`config.mk`:
```
export PLATFORM = sky130hd
export DESIGN_NAME = dac_serializer
export DESIGN_NICKNAME = d
export VERILOG_FILES = /design/src/rtl/audio_pkg.sv /design/src/rtl/dac_serializer_bclk_gen.sv /design/src/rtl/dac_serializer.sv
export SDC_FILE = /design/constraint.sdc
export NUM_CORES = 1
export LEC_CHECK = 0
export BUFFER_PORTS_ARGS = -buffer_cell sky130_fd_sc_hd__buf_2
export CORE_MARGIN = 2
export CORE_UTILIZATION = 53
export CTS_CLUSTER_SIZE = 30
export DETAILED_ROUTE_END_ITERATION = 8
export PLACE_DENSITY_LB_ADDON = 0.12
export REMOVE_ABC_BUFFERS = 1
export SLEW_MARGIN = 40
export SYNTH_ARGS = -nofsm -noshare
export SYNTH_HDL_FRONTEND = slang
export SYNTH_SLANG_ARGS = --single-unit
```
`constraint.sdc`:
```
create_clock -name clk -period 3.4 [get_ports clk]
set_input_delay 0.34 -clock clk [delete_from_list [all_inputs] [get_ports clk]]
set_output_delay 0.34 -clock clk [all_outputs]
set_load 0.02 [all_outputs]
```
`src/rtl/audio_pkg.sv`:
```
// audio_pkg: shared sample width, bit-clock divider default and serializer state encoding
package audio_pkg;
  localparam int DEF_DATA_W = 16;
  localparam int DEF_CLK_DIV = 4;
  typedef enum logic {IDLE, RUN} state_e;
endpackage

```
`src/rtl/dac_serializer_bclk_gen.sv`:
```
// bclk_gen: divides clk into the DAC bit clock and flags the cycle before each bclk edge
module bclk_gen
  import audio_pkg::*;
#(
  parameter int CLK_DIV = DEF_CLK_DIV
) (
  input  logic clk,
  input  logic rst,
  input  logic run_i,
  output logic bclk_o,
  output logic rise_o,
  output logic fall_o
);
  localparam int DW = $clog2(CLK_DIV);
  logic [DW-1:0] div_q;
  logic bclk_q, wrap;
  assign wrap = run_i & (div_q == DW'(CLK_DIV - 1));
  assign rise_o = wrap & ~bclk_q;
  assign fall_o = wrap & bclk_q;
  assign bclk_o = bclk_q;
  // Held at zero while stopped so every run begins on a fresh low half-period
  always_ff @(posedge clk) begin
    if (rst | ~run_i) begin
      div_q <= '0;
      bclk_q <= 1'b0;
    end else begin
      div_q <= wrap ? '0 : div_q + 1'b1;
      if (wrap) bclk_q <= ~bclk_q;
    end
  end
endmodule

```
`src/rtl/dac_serializer.sv`:
```
// dac_serializer: buffers one mono sample and shifts it MSB-first into both slots of a left-justified stereo DAC
module dac_serializer
  import audio_pkg::*;
#(
  parameter int DATA_W = DEF_DATA_W,
  parameter int CLK_DIV = DEF_CLK_DIV,
  parameter int CNT_W = 16
) (
  input  logic              clk,
  input  logic              rst,
  input  logic              en,
  input  logic [DATA_W-1:0] in_data,
  input  logic              in_valid,
  output logic              in_ready,
  output logic              bclk,
  output logic              ws,
  output logic              sdata,
  output logic              frame_start,
  output logic              underrun,
  output logic [CNT_W-1:0]  underrun_cnt
);
  localparam int BW = $clog2(2 * DATA_W);
  state_e state_q;
  logic [BW-1:0] bit_q, bit_d;
  logic [DATA_W-1:0] sample_q, sh_q, sh_d, hold_q, load_val;
  logic hold_full_q, ws_q, sdata_q, frame_start_q, underrun_q;
  logic [CNT_W-1:0] cnt_q;
  logic rise, fall, last, load_now, xfer;
  bclk_gen #(.CLK_DIV(CLK_DIV)) u_bclk (
    .clk   (clk),
    .rst   (rst),
    .run_i (state_q == RUN),
    .bclk_o(bclk),
    .rise_o(rise),
    .fall_o(fall)
  );
  assign last = bit_q == BW'(2 * DATA_W - 1);
  assign load_now = en & ((state_q == IDLE) | (fall & last));
  assign in_ready = ~hold_full_q | load_now;
  assign xfer = in_valid & in_ready;
  assign load_val = hold_full_q ? hold_q : '0;
  assign bit_d = last ? '0 : bit_q + 1'b1;
  // The right slot replays the sample from its MSB
  assign sh_d = (bit_d == BW'(DATA_W)) ? sample_q : {sh_q[DATA_W-2:0], 1'b0};
  assign ws = ws_q;
  assign sdata = sdata_q;
  assign frame_start = frame_start_q;
  assign underrun = underrun_q;
  assign underrun_cnt = cnt_q;
  always_ff @(posedge clk) begin
    if (rst) begin
      state_q <= IDLE;
      bit_q <= '0;
      sample_q <= '0;
      sh_q <= '0;
      hold_q <= '0;
      hold_full_q <= 1'b0;
      ws_q <= 1'b0;
      sdata_q <= 1'b0;
      frame_start_q <= 1'b0;
      underrun_q <= 1'b0;
      cnt_q <= '0;
    end else begin
      frame_start_q <= load_now;
      underrun_q <= load_now & ~hold_full_q;
      if (load_now & ~hold_full_q & ~&cnt_q) cnt_q <= cnt_q + 1'b1;
      if (xfer) hold_q <= in_data;
      hold_full_q <= xfer | (hold_full_q & ~load_now);
      if (load_now) begin
        state_q <= RUN;
        bit_q <= '0;
        sample_q <= load_val;
        sh_q <= load_val;
        ws_q <= 1'b0;
        sdata_q <= load_val[DATA_W-1];
      end else if (state_q == RUN && fall) begin
        if (last) begin
          state_q <= IDLE;
          bit_q <= '0;
          sh_q <= '0;
          ws_q <= 1'b0;
          sdata_q <= 1'b0;
        end else begin
          bit_q <= bit_d;
          sh_q <= sh_d;
          ws_q <= bit_d >= BW'(DATA_W);
          sdata_q <= sh_d[DATA_W-1];
        end
      end
    end
  end
  assert property (@(posedge clk) disable iff (rst) !(rise && fall));
endmodule
```
==> results.json <==
{
  "reg2reg_to": "sh_q[14]",
  "fin_area_um2": 4170,
  "wl_met1_mm": 4.13,
  "placed_area_um2": 3940,
  "grt_pass1_vias": 2866,
  "crit_chain": "ha_1, and3_1, ha_1, buf_4, nor2b_1, mux2i_2, and2_1, o221ai_1",
  "drc": 0,
  "num_rows": 30,
  "grt_antenna_before_repair": 0,
  "worstSetupPathType": "flip-flop to flip-flop",
  "crit_fanout": 24,
  "top_layer": "met4",
  "setup_viol": 0,
  "grt_max_degree": 32,
  "cts.clk_slew.worst_paths_ns": 0.08,
  "drive_above_1_share_pct": 18.5,
  "yosys.area.top_type": "dfxtp_1",
  "cts_tree": "done",
  "die_w_um": 87.2,
  "r2r_start": "bit_q[0]",
  "vias": 3220,
  "reg2reg_depth": 8,
  "ctsHoldBuffers": 0,
  "vias_per_cell": 6.16,
  "drt-initial-drc-count": 185,
  "rsz0062_at_grt": "false",
  "tns_ns": 0,
  "holdPathStages": 3,
  "portBuffers": 41,
  "fin_crit_sh_pct": 71.5,
  "end_kind": "flip-flop",
  "hold_viol": 0,
  "p_total_mw": 1.84,
  "cp.arrival_ns": 2.63,
  "cap_violations": 0,
  "cts_sinks": 77,
  "max_stage_delay_ns": 0.56,
  "syn_area_um2": 3670,
  "crit_path_top_delay_cell": "and2_1",
  "leakage_nw": 1.53,
  "hold_path.class": "input pin to flip-flop",
  "slew_viol_final": 0,
  "clock_path_buffers": 2,
  "synthDistinctLibCells": 55,
  "dr_wl_met3_um": 341,
  "insertion_delay_ns": 0.34,
  "tightest_slew_ns": 0.812,
  "antenna_left": 0,
  "async_flop_share_pct": 0,
  "ys_ff_latch": 77,
  "start_kind": "flip-flop",
  "hp-start": "in_data[7]",
  "routed_wl_mm": 8.31,
  "final_nets": 463,
  "io_pins": 42,
  "grt_overflow": 0,
  "p_per_area_nw_per_um2": 441,
  "antennaDiodeCount": 0,
  "die_area_um2": 7600,
  "instances_no_fill": 523,
  "synth-edff-count": 0,
  "die_y_um": 87.2,
  "min_to": "hold_q[7]",
  "dp.cells": 507,
  "dr.pass1.iters": 4,
  "crit_top_cell": "ha_1",
  "syn_to_final_growth_pct": 13.6,
  "cts-resized-gates": 0,
  "cts_made_buffers": 9,
  "maxSlewHeadroom_pct": 45.8,
  "place_hpwl_mm": 5.46,
  "yosys_warnings": 0,
  "grt_usage_pct": 23.1,
  "syn_inst": 406,
  "ys_seq_area_share_pct": 42.0,
  "route.met2.wl_mm": 3.79,
  "post-cts-setup-buffers": 0,
  "syn_area_per_cell_um2": 9.03,
  "skew_ns": 0.00824,
  "outcome": "finished clean",
  "synth_area_leaders": "dfxtp_1 42%, a22oi_1 6.1%, nor2_1 5.2%, mux2i_1 4.4%, nand4_1 3.6%",
  "cp.required_ns": 3.60,
  "grt_pass1_wl_mm": 14.0,
  "wl_per_cell_um": 15.9,
  "core-area_um2": 6760,
  "final.min_clock_period_ns": 2.43,
  "cts_root_buf": "clkbuf_8",
  "rrSetupSlack_ns": 0.97,
  "synthFlopType": "dfxtp_1",
  "h-tree-depth": 3,
  "finalWeightedCongestion": 0.873,
  "fmax_mhz": 411,
  "peakVddDrop_mv": 0.343,
  "fillers": 636,
  "start_util_pct": 54.3,
  "synth_top_area_share_pct": 42.0
}
-- power breakdown --
part / internal (mW) / switching [mW] / total [mW]
sequential: 0.924 / 0.0185 / 0.942
clock: 0.435 / 0.332 / 0.767
combinational: 0.0484 / 0.0788 / 0.127
-- how the worst max path moves through the flow --
stage / from / to / slack [ns]
6_report: bit_q[0] / sh_q[14] / 0.97
4_1_cts: bit_q[0] / sh_q[6] / 0.96
3_3_place_gp: bit_q[0] / sdata / 1.00
5_1_grt: bit_q[0] / sh_q[4] / 0.71
2_1_floorplan: bit_q[0] / sdata / 0.19
3_5_place_dp: bit_q[0] / sh_q[6] / 0.97
-- synthesized netlist by cell type, types with 4 or more instances --
library cell  count
dfxtp_1          77
a22oi_1          30
inv_1            18
nand2_1          27
mux2i_1          16
nor2b_1           8
a2111oi_1         9
a2111oi_0         6
o221ai_1         15
nand4_1          21
buf_2            11
ha_1              5
and3_1            4
clkbuf_1         15
a21oi_1          18
nand3_1           7
nor2_1           51
-- stage by stage --
step / hold slack [ns] / setup slack [ns] / util (%)
after floorplan: 0.403 / 0.191 / -
after global placement: 0.417 / 1.00 / 57.9
after detailed placement: 0.436 / 0.967 / 58.3
after CTS: 0.210 / 0.960 / 61.6
after global routing: 0.229 / 0.708 / 61.6
final: 0.227 / 0.968 / 61.6
-- registers in the layout (all words and copies together) (netlist names) --
name	cells
underrun_cnt	16
underrun	1
hold_q	16
u_bclk.bclk_o	1
u_bclk.div_q	2
ws	1
sdata	1
bit_q	5
sample_q	16
state_q	1
frame_start	1
sh_q	15
hold_full_q	1
-- cell usage in the layout (no fill, tap or decap), types with 3 or more instances in the layout --
| cell | n |
|---|---|
| a2111oi_0 | 6 |
| a2111oi_1 | 9 |
| a211oi_1 | 3 |
| a21oi_1 | 17 |
| a22oi_1 | 30 |
| a311oi_1 | 3 |
| and2_1 | 3 |
| and3_1 | 4 |
| and4_1 | 3 |
| buf_2 | 41 |
| buf_4 | 9 |
| clkbuf_8 | 10 |
| dfxtp_1 | 77 |
| ha_1 | 5 |
| inv_1 | 18 |
| mux2_1 | 3 |
| mux2_2 | 3 |
| mux2i_1 | 16 |
| nand2_1 | 27 |
| nand3_1 | 7 |
| nand4_1 | 21 |
| nor2_1 | 51 |
| nor2b_1 | 8 |
| nor3b_1 | 3 |
| nor4_1 | 3 |
| nor4b_1 | 3 |
| o21ai_0 | 3 |
| o221ai_1 | 15 |
| or4_1 | 3 |
-- metal layers --
layer / global-route usage [%] / vias to the layer above
met3: 5.69 / 5
met2: 34.6 / 69
met5: 0 / -
met1: 34.0 / 1543
met4: 4.20 / 0
li1: - / 1603
-- layout make-up --
| type | instances | area [um2] | area share [%] |
|---|---|---|---|
| multi-input combinational | 281 | 1930 | 46.4 |
| sequential | 77 | 1540 | 37.0 |
| timing repair buffer | 51 | 300 | 7.21 |
| clock buffer | 11 | 141 | 3.39 |
| tap | 80 | 100 | 2.40 |
| clock inverter | 5 | 83.8 | 2.01 |
| inverter | 18 | 67.6 | 1.62 |
-- critical path, delay by kind of cell (launching register included) --
kind	cells	cell delay [ns]
compound gates	1	0.22
fa+ha+maj	2	0.42
buf+inv	1	0.27
flops	1	0.40
mux	1	0.16
simple gates	3	0.82
-- logic make-up after synthesis --
| kind of cell | share of synthesized area, % |
|---|---|
| and+or+nand+nor | 21.5 |
| AOI/OAI and AO/OA | 22.3 |
| DFF | 42.0 |
| buffers and inverters | 5.39 |
| muxes | 6.59 |
| adders and majority gates | 1.71 |
| xor gates and xnor gates | 0.478 |
Power figures use the tool's default switching activity.
